--- config.mk ---
export PLATFORM = sky130hd
export DESIGN_NAME = alu_operand_sequencer_flat
export DESIGN_NICKNAME = d
export VERILOG_FILES = /design/src/rtl/alu_operand_sequencer_pkg.sv /design/src/rtl/alu_operand_sequencer_if.sv /design/src/rtl/alu_operand_sequencer.sv /design/src/flat_wrapper.sv
export SDC_FILE = /design/constraint.sdc
export NUM_CORES = 1
export LEC_CHECK = 0
export ABC_AREA = 1
export BUFFER_PORTS_ARGS = -buffer_cell sky130_fd_sc_hd__buf_4
export CORE_AREA = 2 2 39 41
export CTS_BUF_LIST = sky130_fd_sc_hd__clkbuf_8
export CTS_CLUSTER_DIAMETER = 30
export DETAILED_ROUTE_END_ITERATION = 10
export DIE_AREA = 0 0 41 43
export PLACE_DENSITY = 0.72
export SYNTH_ARGS = -nofsm -noshare
export SYNTH_HDL_FRONTEND = slang
export SYNTH_SLANG_ARGS = --single-unit
--- constraint.sdc ---
create_clock -name clk -period 3.35 [get_ports clk]
set_input_delay 0.1675 -clock clk [delete_from_list [all_inputs] [get_ports clk]]
set_output_delay 0.1675 -clock clk [all_outputs]
set_load 0.1 [all_outputs]
--- src/rtl/alu_operand_sequencer_pkg.sv ---
// Shared types for the 6502-style ALU operand sequencer: operation codes,
// sequencer states and the page-cross fix-up rule.
package alu_seq_pkg;

  typedef enum logic [2:0] {
    OP_ADD   = 3'd0,
    OP_SUB   = 3'd1,
    OP_CMP   = 3'd2,
    OP_INDEX = 3'd3,
    OP_REL   = 3'd4,
    OP_INC   = 3'd5
  } alu_op_t;

  typedef enum logic [2:0] {
    ST_IDLE,
    ST_LOAD,
    ST_EXEC,
    ST_FIXUP,
    ST_DONE
  } alu_seq_state_t;

  // Reserved codes 6 and 7 behave as ADD.
  function automatic alu_op_t normalize_op(input alu_op_t raw);
    case (raw)
      OP_SUB, OP_CMP, OP_INDEX, OP_REL, OP_INC: return raw;
      default:                                  return OP_ADD;
    endcase
  endfunction

  // INDEX and forward REL fix up on a carry out of the low byte; a backward
  // REL (negative offset) fixes up when there is no carry.
  function automatic logic needs_fixup(input alu_op_t op, input logic cout,
                                       input logic sign);
    case (op)
      OP_INDEX: return cout;
      OP_REL:   return sign ? !cout : cout;
      default:  return 1'b0;
    endcase
  endfunction

endpackage

--- src/rtl/alu_operand_sequencer_if.sv ---
// Request/stall/feedback inputs and ALU control outputs of the sequencer.
interface alu_operand_sequencer_if;
  import alu_seq_pkg::*;

  logic    rdy;
  logic    start;
  alu_op_t op;
  logic    carry_flag;
  logic    alu_cout;
  logic    b_sign;

  logic    db_add;
  logic    not_db_add;
  logic    adl_add;
  logic    sb_add;
  logic    zero_add;
  logic    alu_cin;
  logic    add_sb;
  logic    add_adl;
  logic    flags_we;
  logic    adh_inc;
  logic    adh_dec;
  logic    busy;
  logic    done;

  modport slave (
    input  rdy, start, op, carry_flag, alu_cout, b_sign,
    output db_add, not_db_add, adl_add, sb_add, zero_add, alu_cin,
           add_sb, add_adl, flags_we, adh_inc, adh_dec, busy, done
  );

  modport master (
    output rdy, start, op, carry_flag, alu_cout, b_sign,
    input  db_add, not_db_add, adl_add, sb_add, zero_add, alu_cin,
           add_sb, add_adl, flags_we, adh_inc, adh_dec, busy, done
  );

endinterface

--- src/rtl/alu_operand_sequencer.sv ---
// Drives ALU input selects, carry-in, result routing and ADH fix-up strobes
// for one operation over the IDLE/LOAD/EXEC/FIXUP/DONE schedule.
module alu_operand_sequencer
  import alu_seq_pkg::*;
(
  input  logic                    clk,
  input  logic                    reset,
  alu_operand_sequencer_if.slave  bus
);

  alu_seq_state_t state_q, state_d;
  alu_op_t        op_q, op_d;
  logic           carry_q, carry_d;
  logic           fix_dec_q, fix_dec_d;

  // NOTE: sequential state uses non-blocking assignments so every register
  // samples pre-edge values regardless of process ordering.
  always_ff @(posedge clk) begin
    if (!reset) begin
      state_q   <= ST_IDLE;
      op_q      <= OP_ADD;
      carry_q   <= 1'b0;
      fix_dec_q <= 1'b0;
    end else begin
      state_q   <= state_d;
      op_q      <= op_d;
      carry_q   <= carry_d;
      fix_dec_q <= fix_dec_d;
    end
  end

  // NOTE: every signal gets a default before the case so no path leaves one
  // unassigned, which would otherwise infer a latch.
  always_comb begin
    state_d   = state_q;
    op_d      = op_q;
    carry_d   = carry_q;
    fix_dec_d = fix_dec_q;
    if (bus.rdy) begin
      case (state_q)
        ST_IDLE: if (bus.start) begin
          state_d = ST_LOAD;
          op_d    = normalize_op(bus.op);
          carry_d = bus.carry_flag;
        end
        ST_LOAD: state_d = ST_EXEC;
        ST_EXEC: begin
          if (needs_fixup(op_q, bus.alu_cout, bus.b_sign)) begin
            state_d   = ST_FIXUP;
            fix_dec_d = (op_q == OP_REL) && bus.b_sign;
          end else begin
            state_d = ST_DONE;
          end
        end
        ST_FIXUP: state_d = ST_DONE;
        default:  state_d = ST_IDLE;
      endcase
    end
  end

  logic db_add, not_db_add, adl_add, sb_add, zero_add, alu_cin;
  logic add_sb, add_adl, flags_we, adh_inc, adh_dec, busy, done;

  // Strobes that change architectural state are qualified by rdy; steering
  // signals (carry-in, routing, busy) follow the state alone.
  always_comb begin
    db_add     = 1'b0;
    not_db_add = 1'b0;
    adl_add    = 1'b0;
    sb_add     = 1'b0;
    zero_add   = 1'b0;
    alu_cin    = 1'b0;
    add_sb     = 1'b0;
    add_adl    = 1'b0;
    flags_we   = 1'b0;
    adh_inc    = 1'b0;
    adh_dec    = 1'b0;
    busy       = 1'b0;
    done       = 1'b0;
    if (reset) begin
      busy = (state_q != ST_IDLE);
      case (state_q)
        ST_LOAD: if (bus.rdy) begin
          zero_add   = (op_q == OP_INC);
          sb_add     = (op_q != OP_INC);
          not_db_add = (op_q == OP_SUB) || (op_q == OP_CMP);
          adl_add    = (op_q == OP_INDEX);
          db_add     = !not_db_add && !adl_add;
        end
        ST_EXEC: begin
          case (op_q)
            OP_ADD, OP_SUB:  alu_cin = carry_q;
            OP_CMP, OP_INC:  alu_cin = 1'b1;
            default:         alu_cin = 1'b0;
          endcase
          add_sb   = (op_q == OP_ADD) || (op_q == OP_SUB) || (op_q == OP_INC);
          add_adl  = (op_q == OP_INDEX) || (op_q == OP_REL);
          flags_we = bus.rdy && !add_adl;
        end
        ST_FIXUP: begin
          adh_inc = bus.rdy && !fix_dec_q;
          adh_dec = bus.rdy && fix_dec_q;
        end
        ST_DONE: done = bus.rdy;
        default: ;
      endcase
    end
  end

  assign bus.db_add     = db_add;
  assign bus.not_db_add = not_db_add;
  assign bus.adl_add    = adl_add;
  assign bus.sb_add     = sb_add;
  assign bus.zero_add   = zero_add;
  assign bus.alu_cin    = alu_cin;
  assign bus.add_sb     = add_sb;
  assign bus.add_adl    = add_adl;
  assign bus.flags_we   = flags_we;
  assign bus.adh_inc    = adh_inc;
  assign bus.adh_dec    = adh_dec;
  assign bus.busy       = busy;
  assign bus.done       = done;

endmodule

--- src/flat_wrapper.sv ---
// flat-port wrapper written by rule: the top's interface ports become plain ports
module alu_operand_sequencer_flat import alu_seq_pkg::*;
  (clk, reset, bus_rdy, bus_start, bus_op, bus_carry_flag, bus_alu_cout, bus_b_sign, bus_db_add, bus_not_db_add, bus_adl_add, bus_sb_add, bus_zero_add, bus_alu_cin, bus_add_sb, bus_add_adl, bus_flags_we, bus_adh_inc, bus_adh_dec, bus_busy, bus_done);
  alu_operand_sequencer_if bus_i ();
  input  logic clk;
  input  logic reset;
  input wire logic [$bits(bus_i.rdy)-1:0] bus_rdy;
  input wire logic [$bits(bus_i.start)-1:0] bus_start;
  input wire logic [$bits(bus_i.op)-1:0] bus_op;
  input wire logic [$bits(bus_i.carry_flag)-1:0] bus_carry_flag;
  input wire logic [$bits(bus_i.alu_cout)-1:0] bus_alu_cout;
  input wire logic [$bits(bus_i.b_sign)-1:0] bus_b_sign;
  output wire logic [$bits(bus_i.db_add)-1:0] bus_db_add;
  output wire logic [$bits(bus_i.not_db_add)-1:0] bus_not_db_add;
  output wire logic [$bits(bus_i.adl_add)-1:0] bus_adl_add;
  output wire logic [$bits(bus_i.sb_add)-1:0] bus_sb_add;
  output wire logic [$bits(bus_i.zero_add)-1:0] bus_zero_add;
  output wire logic [$bits(bus_i.alu_cin)-1:0] bus_alu_cin;
  output wire logic [$bits(bus_i.add_sb)-1:0] bus_add_sb;
  output wire logic [$bits(bus_i.add_adl)-1:0] bus_add_adl;
  output wire logic [$bits(bus_i.flags_we)-1:0] bus_flags_we;
  output wire logic [$bits(bus_i.adh_inc)-1:0] bus_adh_inc;
  output wire logic [$bits(bus_i.adh_dec)-1:0] bus_adh_dec;
  output wire logic [$bits(bus_i.busy)-1:0] bus_busy;
  output wire logic [$bits(bus_i.done)-1:0] bus_done;
  assign bus_i.rdy = bus_rdy;
  assign bus_i.start = bus_start;
  assign bus_i.op = bus_op;
  assign bus_i.carry_flag = bus_carry_flag;
  assign bus_i.alu_cout = bus_alu_cout;
  assign bus_i.b_sign = bus_b_sign;
  assign bus_db_add = bus_i.db_add;
  assign bus_not_db_add = bus_i.not_db_add;
  assign bus_adl_add = bus_i.adl_add;
  assign bus_sb_add = bus_i.sb_add;
  assign bus_zero_add = bus_i.zero_add;
  assign bus_alu_cin = bus_i.alu_cin;
  assign bus_add_sb = bus_i.add_sb;
  assign bus_add_adl = bus_i.add_adl;
  assign bus_flags_we = bus_i.flags_we;
  assign bus_adh_inc = bus_i.adh_inc;
  assign bus_adh_dec = bus_i.adh_dec;
  assign bus_busy = bus_i.busy;
  assign bus_done = bus_i.done;
  alu_operand_sequencer u_core (.clk(clk), .reset(reset), .bus(bus_i));
endmodule
==> results of run 1 <==
-- metal layers --
layer / part of all wire [%] / vias up
li1: - / 358
met1: 46 / 297
met2: 47 / 13
met3: 5.0 / 5
met4: 2.1 / 0
met5: 0 / -
-- where the power goes --
part / switching (W) / internal, W / leakage, nW
clock network: 0.0000386 / 0.0000779 / 0.0216
registers: 0.0000118 / 0.000103 / 0.0655
logic: 0.0000674 / 0.0000295 / 0.307
-- worst max-delay path: stages, from the launching register on --
cell	delay [ns]
sky130_fd_sc_hd__dfxtp_1	0.34
sky130_fd_sc_hd__inv_1	0.16
sky130_fd_sc_hd__nand2_1	0.11
sky130_fd_sc_hd__nor2_2	0.17
sky130_fd_sc_hd__nand3_1	0.12
sky130_fd_sc_hd__nor3b_1	0.20
sky130_fd_sc_hd__buf_4	0.32
-- cell families after synthesis --
kind of cell | share of synthesized area, %
simple gates | 48.78
buf+inv | 11.26
compound gates | 11.70
flops | 28.26
-- layout make-up --
type	count	share of cell area, %
clock buffers	3	5.085
flip-flops and latches	8	19.72
inverters	17	7.858
repair buffers	22	20.34
multi-input cells	71	44.53
well taps	16	2.465
-- worst max-delay path by stage --
stage / from / end / slack [ns] / cells past startpoint
floorplan: u_core.state_q[2] / bus_alu_cin / 0.22 / 5
global placement: u_core.state_q[2] / bus_alu_cin / 1.81 / 6
detailed placement: u_core.state_q[2] / bus_alu_cin / 1.78 / 6
CTS: u_core.state_q[2] / bus_alu_cin / 1.52 / 6
global route: u_core.state_q[0] / bus_zero_add / 1.36 / 5
finish: u_core.state_q[2] / bus_alu_cin / 1.53 / 6
-- registers in the layout, indices dropped and copies added, names as in the netlist --
signal and flops:
u_core.op_q 3, u_core.carry_q 1, u_core.state_q 3, u_core.fix_dec_q 1
-- synthesized netlist by cell type --
library cell,instances
sky130_fd_sc_hd__nand2_1,20
sky130_fd_sc_hd__inv_1,17
sky130_fd_sc_hd__nor2_1,13
sky130_fd_sc_hd__a21oi_1,8
sky130_fd_sc_hd__dfxtp_1,8
sky130_fd_sc_hd__nand3_1,5
sky130_fd_sc_hd__nand2_2,4
sky130_fd_sc_hd__nor2_2,4
sky130_fd_sc_hd__nor3_1,4
sky130_fd_sc_hd__o21ai_0,4
sky130_fd_sc_hd__nor3b_1,3
sky130_fd_sc_hd__nor4_1,3
sky130_fd_sc_hd__a31oi_1,1
sky130_fd_sc_hd__nand4_1,1
sky130_fd_sc_hd__nor3_2,1
-- stage by stage --
| step | instance area, um^2 | instances | setup slack (ns) | hold WS, ns |
|---|---|---|---|---|
| 2_1_floorplan | 585.6 | 96 | 0.2192 | 0.2882 |
| 3_3_place_gp | 770.7 | 134 | 1.809 | 0.4558 |
| 3_5_place_dp | 770.7 | 134 | 1.781 | 0.4638 |
| 4_1_cts | 812.0 | 137 | 1.517 | 0.2206 |
| 5_1_grt | 812.0 | 137 | 1.361 | 0.2495 |
| 6_report | 812.0 | 137 | 1.531 | 0.2260 |
==> reports/metrics.cfg, run 1 <==
[clocking]
clock_sink_count=8
post-cts-setup-buffers=0
cts_made_buffers=3
cts.hold.buffers_added=0
cts_max_level=1
cts_max_path_buffers=2
cts.clk_slew.worst_paths_ns=0.04
cts_tree=built
cts.repair.resized=0
cts_root_buf=sky130_fd_sc_hd__clkbuf_8
clock_latency_ns=0.23

[drt]
initialDrtViolationCount=0
post_dr_wirelength_cell_um=10.64
routed-via-count=673
drt_first_pass_iters=1
drcViolationCount=0
drt.antenna.violating_nets=0
wirelength_mm=1.458
route.detailed.vias_per_inst=4.912

[floorplan]
fp.coreArea_mm2=0.001384
top_level_ports=23
std_cell_rows=14
die_x_um=41
fp.dieArea_mm2=0.001763
starting_utilization_of_the_core_area_pct=40.96
height_of_the_chip_um=43

[worst_setup_path]
critPathMaxFanout=5
r2r-end=u_core.fix_dec_q
reg2reg_from=u_core.state_q[2]
worst_setup_path_end_kind=output pin
worstPathRequired_ns=3.18
cp-start-kind=register
reg2reg_setup_slack_ns=2.09
ff2ff_path_depth=8
cp.arrival_ns=1.65
critical_path_class=register to output pin

[timing]
rsz_0062_raised_after_global_routing=false
highest_clock_rate_mhz=549.8
final_hold_viol_count=0
timing.final.setup_violations=0
totalNegativeSetupSlack_ns=0
worst_slew_pin_slew_ns=0.2854
finClkSkew_ns=0.001883
number_of_max_slew_violations_in_the_final_report=0
min_cycle_time_layout_ns=1.819
slew_headroom_pct=80.92
post-route-period-util_pct=54.30

[global_route]
pin_count_of_the_biggest_net_entering_global_routing=9
grt.met3_usage_pct=5.759
grt_usage_pct=21.15
grt_antenna_before_repair=0
overflow=0
grt-busiest-layer=met2
wire_length_of_the_first_global_routing_pass_mm=2.546
grt_use_met1_pct=26.95
use_met2_pct=31.25
number_of_global_route_vias_before_repair=630

[power]
power.density_cell_area_mw_per_mm2=404.0
total_power_w=0.0003281
worst_ir_drop_vdd_v=0.0002609
leakage_nw=0.3946

[min_path]
holdCritStartpoint=reset
min_delay_path_depth=3
min_delay_worst_endpoint=u_core.fix_dec_q
timing.hold.worst.class=primary input to register

[layout]
final_cell_mix=22 x sky130_fd_sc_hd__buf_4, 20 x sky130_fd_sc_hd__nand2_1, 17 x sky130_fd_sc_hd__inv_1, 13 x sky130_fd_sc_hd__nor2_1
layout_commonest_cell=sky130_fd_sc_hd__buf_4
area_growth_pct=43.27
antennaDiodeCount=0
seqCellArea_um2=160.2
nFillCells=154
multi_input_gate_area_um2=361.6
layout.nets=133
drive_above_1_share_pct=30.58
final_core_occ_pct=58.68

[placed_design]
post-dp-hpwl_mm=1.162
place_congestion=0.8553
count_of_port_buffers_added_during_placement=22

[logic_synthesis]
synth.area.top_cells=sky130_fd_sc_hd__dfxtp_1 28%, sky130_fd_sc_hd__nand2_1 13%, sky130_fd_sc_hd__inv_1 11%, sky130_fd_sc_hd__nor2_1 8.6%, sky130_fd_sc_hd__a21oi_1 7.1%
yosys.area.top_type=sky130_fd_sc_hd__dfxtp_1
synth_sequential_area_ratio_pct=28.26
synth_nets=106
yosysTopAreaCellShare_pct=28.26
synth.lib_cells_used.distinct=15
ys_warn_count=0
synth.ff_latch_count=8
synthesis.area_um2=566.8
synthesis.instances=96
average_cell_area_after_synthesis_um2=5.904

[outcome]
status=finished, final reports clean

[flow_run]
max_cap_violations=0

Note: power is estimated with default switching activity, not from simulation.
==> run 2, diff against run 1 <==
ABC_AREA = 0   (was 1)
CORE_AREA = unset   (was 2 2 39 41)
CORE_MARGIN = 2   (was unset)
CORE_UTILIZATION = 44   (was unset)
DIE_AREA = unset   (was 0 0 41 43)
PLACE_DENSITY = 0.76   (was 0.72)
clock period = 1.6 ns   (was 3.35 ns; I/O delays follow)
==> reports/metrics.cfg, run 2 <==
[clocking]
cts_root_buf=sky130_fd_sc_hd__clkbuf_8
cts.clk_slew.worst_paths_ns=0.04  ; about the same
cts_max_level=1  ; unchanged
cts_tree=built
clock_sink_count=8  ; unchanged
cts_made_buffers=3  ; unchanged
cts.hold.buffers_added=0  ; unchanged
cts_max_path_buffers=2  ; unchanged
clock_latency_ns=0.22  ; about the same

[worst_setup_path]
cp_num_buf_inv=1  ; -1
worst_setup_path_end_kind=output pin
r2r-end=u_core.op_q[2]
cpPeakStageDelay_ns=0.42  ; +0.08 ns
cp.arrival_ns=1.49  ; -0.16 ns
worstPathRequired_ns=1.52  ; -1.66 ns
worst_path_dominant_cell_family=simple AND/OR/NAND/NOR gates
crit_path_top_delay_cell=sky130_fd_sc_hd__or3_4
ff2ff_path_depth=5  ; -3
cp_cell_sequence=nand2_4, or3_4, nor3_4, buf_12
cp-start-kind=register
critical_path_class=register to output pin
critPathMaxFanout=8  ; +3
reg2reg_setup_slack_ns=0.16  ; -1.93 ns
reg2reg_from=u_core.state_q[2]

[min_path]
timing.hold.worst.class=primary input to register
min_delay_worst_endpoint=u_core.state_q[0]
min_delay_path_depth=2  ; -1
holdCritStartpoint=bus_rdy

[power]
worst_ir_drop_vdd_v=0.0004369  ; +67%
leakage_nw=0.3858  ; -2.2%
power.density_cell_area_mw_per_mm2=609.7  ; +51%

[logic_synthesis]
synth_enable_flop_cells=0  ; unchanged
ys.flop_type=sky130_fd_sc_hd__dfxtp_1
synth_compound_gate_area_share_pct=19.71  ; +8.0 points
synth.most_common_cell=sky130_fd_sc_hd__nand2_1
average_cell_area_after_synthesis_um2=7.732  ; +31%
synthesis.instances=78  ; -19%
synth_fa_ha_area_share_pct=0  ; unchanged
post_synth_and_or_nand_nor_area_fraction_pct=40.46  ; -8.3 points
synth.lib_cells_used.distinct=38  ; +23
synthArstFlopShare_pct=0  ; unchanged
synthesis.area_um2=603.1  ; +6.4%
yosys.area.top_type=sky130_fd_sc_hd__dfxtp_1
dominant_combinational_cell_family_by_area_after_synthesis=simple AND/OR/NAND/NOR gates
muxShareOfSynthArea_pct=3.320  ; +3.3 points
ys_warn_count=0  ; unchanged
synth.ff_latch_count=8  ; unchanged
yosysTopAreaCellShare_pct=26.56  ; -1.7 points
synth_sequential_area_ratio_pct=26.56  ; -1.7 points
synth_xor_area_share_pct=2.905  ; +2.9 points
post_synth_most_frequent_cells=9 x sky130_fd_sc_hd__nand2_1, 8 x sky130_fd_sc_hd__dfxtp_1, 8 x sky130_fd_sc_hd__nor2_1, 6 x sky130_fd_sc_hd__nor3_1, 4 x sky130_fd_sc_hd__buf_2
synth_nets=88  ; -17%
synth.area.top_cells=sky130_fd_sc_hd__dfxtp_1 27%, sky130_fd_sc_hd__nand2_1 5.6%, sky130_fd_sc_hd__nor3_1 5.0%, sky130_fd_sc_hd__nor2_1 5.0%, sky130_fd_sc_hd__buf_2 3.3%

[drt]
route.detailed.vias_per_inst=5.500  ; +12%
routed-via-count=638  ; -5.2%
drcViolationCount=0  ; unchanged
post_dr_wirelength_cell_um=14.06  ; +32%
wirelength_mm=1.631  ; +12%
drt_first_pass_iters=3  ; +2
initialDrtViolationCount=4  ; +4
drt.antenna.violating_nets=0  ; unchanged

[global_route]
grt_antenna_before_repair=0  ; unchanged
number_of_global_route_vias_before_repair=562  ; -11%
grt_usage_pct=22.07  ; +0.92 points
use_met2_pct=39.45  ; +8.2 points
grt_use_met1_pct=27.30  ; +0.35 points
grt.met3_usage_pct=3.261  ; -2.5 points
grt-busiest-layer=met2
wire_length_of_the_first_global_routing_pass_mm=2.449  ; -3.8%
pin_count_of_the_biggest_net_entering_global_routing=15  ; +6
overflow=0  ; unchanged

[layout]
nFillCells=89  ; -42%
area_growth_pct=71.78
layout_commonest_cell=sky130_fd_sc_hd__buf_4
biggestRegsByFlops=u_core.op_q x3, u_core.state_q x3
fin_area_mm2=0.001036  ; +28%
drive_above_1_share_pct=55.45  ; +25 points
final_core_occ_pct=80.62  ; +22 points
antennaDiodeCount=0  ; unchanged
final_cell_mix=18 x sky130_fd_sc_hd__buf_4, 6 x sky130_fd_sc_hd__nand2_1, 5 x sky130_fd_sc_hd__nor3_4, 5 x sky130_fd_sc_hd__buf_12, 4 x sky130_fd_sc_hd__dfxtp_1
layout.nets=113  ; -15%

[timing]
min_cycle_time_layout_ns=1.566
timing.final.setup_violations=0  ; unchanged
slew_headroom_pct=72.10  ; -8.8 points
final_hold_viol_count=0  ; unchanged
rsz_0062_raised_after_global_routing=true
finClkSkew_ns=0.0005034  ; -0.001380 ns
highest_clock_rate_mhz=638.5
worst_slew_pin_slew_ns=0.4150  ; +0.1296 ns
post-route-period-util_pct=97.89
number_of_max_slew_violations_in_the_final_report=0  ; unchanged

[floorplan]
height_of_the_chip_um=41.02  ; -4.6%
die_x_um=41.02  ; about the same
fp.dieArea_mm2=0.001683  ; -4.6%
std_cell_rows=13  ; -1
fp.coreArea_mm2=0.001285  ; -7.1%
top_level_ports=23  ; unchanged
starting_utilization_of_the_core_area_pct=46.93  ; +6.0 points

[flow_run]
max_cap_violations=0  ; unchanged

[outcome]
status=finished, final reports clean

[placed_design]
postPlaceCellArea_um2=865.8  ; +12%
place_congestion=0.8458  ; -1.1%
post-dp-hpwl_mm=1.111  ; -4.4%
count_of_port_buffers_added_during_placement=22  ; unchanged

-- run 2: cell count changes in the layout (fill, tap and decap cells not counted), sizes merged, moves of 2 or more --
cell | previous run | this run
nand2 | 24 | 9
inv | 17 | 3
nor2 | 17 | 9
a21oi | 8 | 3
a21boi | 0 | 4
buf | 22 | 26
nand3 | 5 | 2
nor2b | 0 | 3
nor4 | 3 | 0
o21ai | 4 | 1
mux2i | 0 | 2
or3b | 0 | 2
-- run 2: timing repair --
item,in CTS,in global routing
resized for setup,16,13
pin swaps,1,3
endpoints found under the setup margin,9,10
buffers inserted,1,1
-- run 2: worst reg2reg max path, cell delays in order (launching register included) --
cell                       delay, ns
sky130_fd_sc_hd__dfxtp_2        0.36
sky130_fd_sc_hd__and2b_2        0.24
sky130_fd_sc_hd__buf_4          0.13
sky130_fd_sc_hd__nand3_4        0.11
sky130_fd_sc_hd__or3b_1         0.39
sky130_fd_sc_hd__a21boi_1       0.14
-- run 2: kinds of logic after synthesis --
logic type / after synthesis
AOI/OAI and AO/OA: 16
xor gates and xnor gates: 2
buffers and inverters: 9
DFF: 8
muxes: 2
and+or+nand+nor: 41
-- run 2: stage by stage --
step / power (W) / std cells / TNS, ns / hold WS (ns) / setup slack, ns
floorplan: 0.0003466 / 78 / -1.065 / 0.1813 / -0.1832
global placement: 0.0003806 / 111 / 0 / 0.3194 / 0.1313
detailed placement: 0.0003834 / 111 / 0 / 0.3225 / 0.1095
CTS: 0.0006257 / 115 / 0 / 0.08631 / 0.0003917
global route: 0.0006552 / 116 / -0.02907 / 0.1230 / -0.01028
finish: 0.0006316 / 116 / 0 / 0.09196 / 0.03381
-- run 2: area by class of cell --
type,count,area [um^2],share of cell area (%)
multi-input combinational,61,525.5,50.72
timing repair buffer,26,269.0,25.97
sequential,8,170.2,16.43
clock buffer,3,41.29,3.986
tap,15,18.77,1.812
inverter,3,11.26,1.087
-- run 2: worst max-delay path by stage --
stage	slack (ns)	to	from	cells past startpoint
finish	0.03	bus_add_sb	u_core.state_q[1]	4
global route	-0.01	bus_adh_dec	u_core.state_q[2]	5
CTS	0.0004	bus_flags_we	u_core.op_q[1]	5
detailed placement	0.11	bus_add_sb	u_core.state_q[1]	4
global placement	0.13	bus_flags_we	u_core.op_q[1]	4
floorplan	-0.18	bus_add_sb	u_core.state_q[1]	4
-- run 2: power breakdown --
| part | internal, W | switching, W |
|---|---|---|
| registers | 0.000209 | 0.0000197 |
| clock network | 0.000162 | 0.0000733 |
| logic | 0.0000646 | 0.000102 |
-- run 2: layer usage --
metal | vias up | wire (um) | part of all wire, %
met4 | 0 | 5 | 0.31
li1 | 326 | - | -
met5 | - | 0 | 0
met3 | 2 | 58 | 3.6
met2 | 16 | 907 | 56
met1 | 294 | 660 | 40
==> run 3, diff against run 2 <==
CTS_BUF_LIST = sky130_fd_sc_hd__clkbuf_4 sky130_fd_sc_hd__clkbuf_8   (was sky130_fd_sc_hd__clkbuf_8)
==> reports/metrics.cfg, run 3 (same netlist as run 2, synthesis figures left out) <==
[floorplan]
fp.dieArea_mm2=0.001683  ; unchanged
die_x_um=41.02  ; unchanged
fp.coreArea_mm2=0.001285  ; unchanged
starting_utilization_of_the_core_area_pct=46.93  ; unchanged
std_cell_rows=13  ; unchanged
height_of_the_chip_um=41.02  ; unchanged
top_level_ports=23  ; unchanged

[worst_setup_path]
critPathMaxFanout=8  ; unchanged
critPathLaunch=u_core.state_q[1]
worstPathRequired_ns=1.52  ; about the same
cp.arrival_ns=1.51  ; +0.02 ns
r2r-end=u_core.state_q[1]
ff2ff_path_depth=4  ; -1
timing.critical_path.to=bus_alu_cin
critical_path_class=register to output pin
reg2reg_setup_slack_ns=0.14  ; -0.02 ns
cp-start-kind=register
worst_setup_path_end_kind=output pin
reg2reg_from=u_core.op_q[2]

[timing]
timing.final.setup_violations=0  ; unchanged
min_cycle_time_layout_ns=1.592  ; +0.02561 ns
totalNegativeSetupSlack_ns=0  ; unchanged
worst_slew_pin_slew_ns=0.4133  ; -0.001708 ns
slew_headroom_pct=72.21  ; +0.11 points
finClkSkew_ns=0.001366  ; +0.0008622 ns
final_hold_viol_count=0  ; unchanged
number_of_max_slew_violations_in_the_final_report=0  ; unchanged
post-route-period-util_pct=99.49  ; +1.6 points
highest_clock_rate_mhz=628.2  ; -1.6%
rsz_0062_raised_after_global_routing=true

[clocking]
cts_tree=built
cts_max_level=1  ; unchanged
cts.clk_slew.worst_paths_ns=0.05  ; about the same
cts_max_path_buffers=2  ; unchanged
clock_latency_ns=0.25  ; +0.03 ns
cts.hold.buffers_added=0  ; unchanged
clock_sink_count=8  ; unchanged
cts_made_buffers=3  ; unchanged
cts_root_buf=sky130_fd_sc_hd__clkbuf_4

[global_route]
number_of_global_route_vias_before_repair=578  ; +2.8%
grt_usage_pct=22.30  ; +0.23 points
overflow=0  ; unchanged
grt_antenna_before_repair=0  ; unchanged
wire_length_of_the_first_global_routing_pass_mm=2.435  ; -0.57%
pin_count_of_the_biggest_net_entering_global_routing=15  ; unchanged

[layout]
layout.nets=113  ; unchanged
final_core_occ_pct=80.53  ; -0.097 points
seqCellArea_um2=172.7  ; +1.5%
biggestRegsByFlops=u_core.op_q x3, u_core.state_q x3
final_cell_mix=16 x sky130_fd_sc_hd__buf_4, 6 x sky130_fd_sc_hd__nand2_1, 5 x sky130_fd_sc_hd__nor3_4, 5 x sky130_fd_sc_hd__buf_6, 5 x sky130_fd_sc_hd__buf_12
layout_commonest_cell=sky130_fd_sc_hd__buf_4
area_growth_pct=71.58
antennaDiodeCount=0  ; unchanged
drive_above_1_share_pct=56.44  ; +0.99 points
nFillCells=87  ; -2.2%
multi_input_gate_area_um2=533.0  ; +1.4%

[drt]
post_dr_wirelength_cell_um=14.20  ; +0.98%
route.detailed.vias_per_inst=5.586  ; +1.6%
drt_first_pass_iters=2  ; -1
drcViolationCount=0  ; unchanged
wirelength_mm=1.647  ; +0.98%
routed-via-count=648  ; +1.6%
drt.antenna.violating_nets=0  ; unchanged
initialDrtViolationCount=3  ; -1

[outcome]
status=finished, final reports clean

[power]
worst_ir_drop_vdd_v=0.0005588  ; +28%
leakage_nw=0.3858  ; about the same
power.density_cell_area_mw_per_mm2=528.5  ; -13%

[min_path]
min_delay_path_depth=2  ; unchanged
timing.hold.worst.class=primary input to register

[placed_design]
post-dp-hpwl_mm=1.111  ; unchanged
place_congestion=0.8458  ; unchanged
count_of_port_buffers_added_during_placement=22  ; unchanged

[flow_run]
max_cap_violations=0  ; unchanged

run 3: per-stage QoR:
step	area [um^2]	hold slack (ns)	setup WS (ns)	power, W	std cells
6_report	1035	0.06253	0.008201	0.0005469	116
3_3_place_gp	865.8	0.3194	0.1313	0.0003806	111
3_5_place_dp	865.8	0.3225	0.1095	0.0003834	111
2_1_floorplan	710.7	0.1813	-0.1832	0.0003466	78
4_1_cts	968.4	0.05923	0.002745	0.0005440	115
5_1_grt	1035	0.08958	-0.03592	0.0005695	116
run 3: report_power, final:
part / switching, W / total (W) / internal, W
combinational: 0.000103 / 0.000168 / 0.0000650
clock: 0.0000668 / 0.000153 / 0.0000857
sequential: 0.0000198 / 0.000227 / 0.000207
total: 0.000189 / 0.000547 / 0.000358
run 3: layout make-up:
type                            instances  share of cell area (%)
Clock buffer                            3                   2.177
Inverter                                3                   1.088
Multi-Input combinational cell         61                   51.51
Sequential cell                         8                   16.69
Tap cell                               15                   1.814
Timing Repair Buffer                   26                   26.72
run 3: worst min-delay path by stage:
stage / startpoint / end
after floorplan: bus_rdy / u_core.state_q[0]
after global placement: bus_rdy / u_core.state_q[0]
after detailed placement: bus_rdy / u_core.state_q[0]
after CTS: bus_rdy / u_core.state_q[0]
after global routing: bus_rdy / u_core.state_q[0]
final: bus_rdy / u_core.state_q[0]
run 3: worst max-delay path, stage by stage (launching register included):
cell,delay [ns]
sky130_fd_sc_hd__dfxtp_4,0.41
sky130_fd_sc_hd__nand2_4,0.06
sky130_fd_sc_hd__or3_4,0.37
sky130_fd_sc_hd__nor3_4,0.22
sky130_fd_sc_hd__buf_12,0.20
run 3: what timing repair did:
action | in CTS | in global routing
buffers inserted | 1 | 1
gates resized for setup | 20 | 14
setup endpoints to repair | 11 | 11
pin swaps | 2 | 5
run 3: per-layer routing:
metal	track usage (%)	vias to the layer above	share of wire [%]
li1	-	326	-
met1	25.33	301	40
met2	41.02	16	56
met3	3.804	5	3.5
met4	7.500	0	1.0
met5	0	-	0
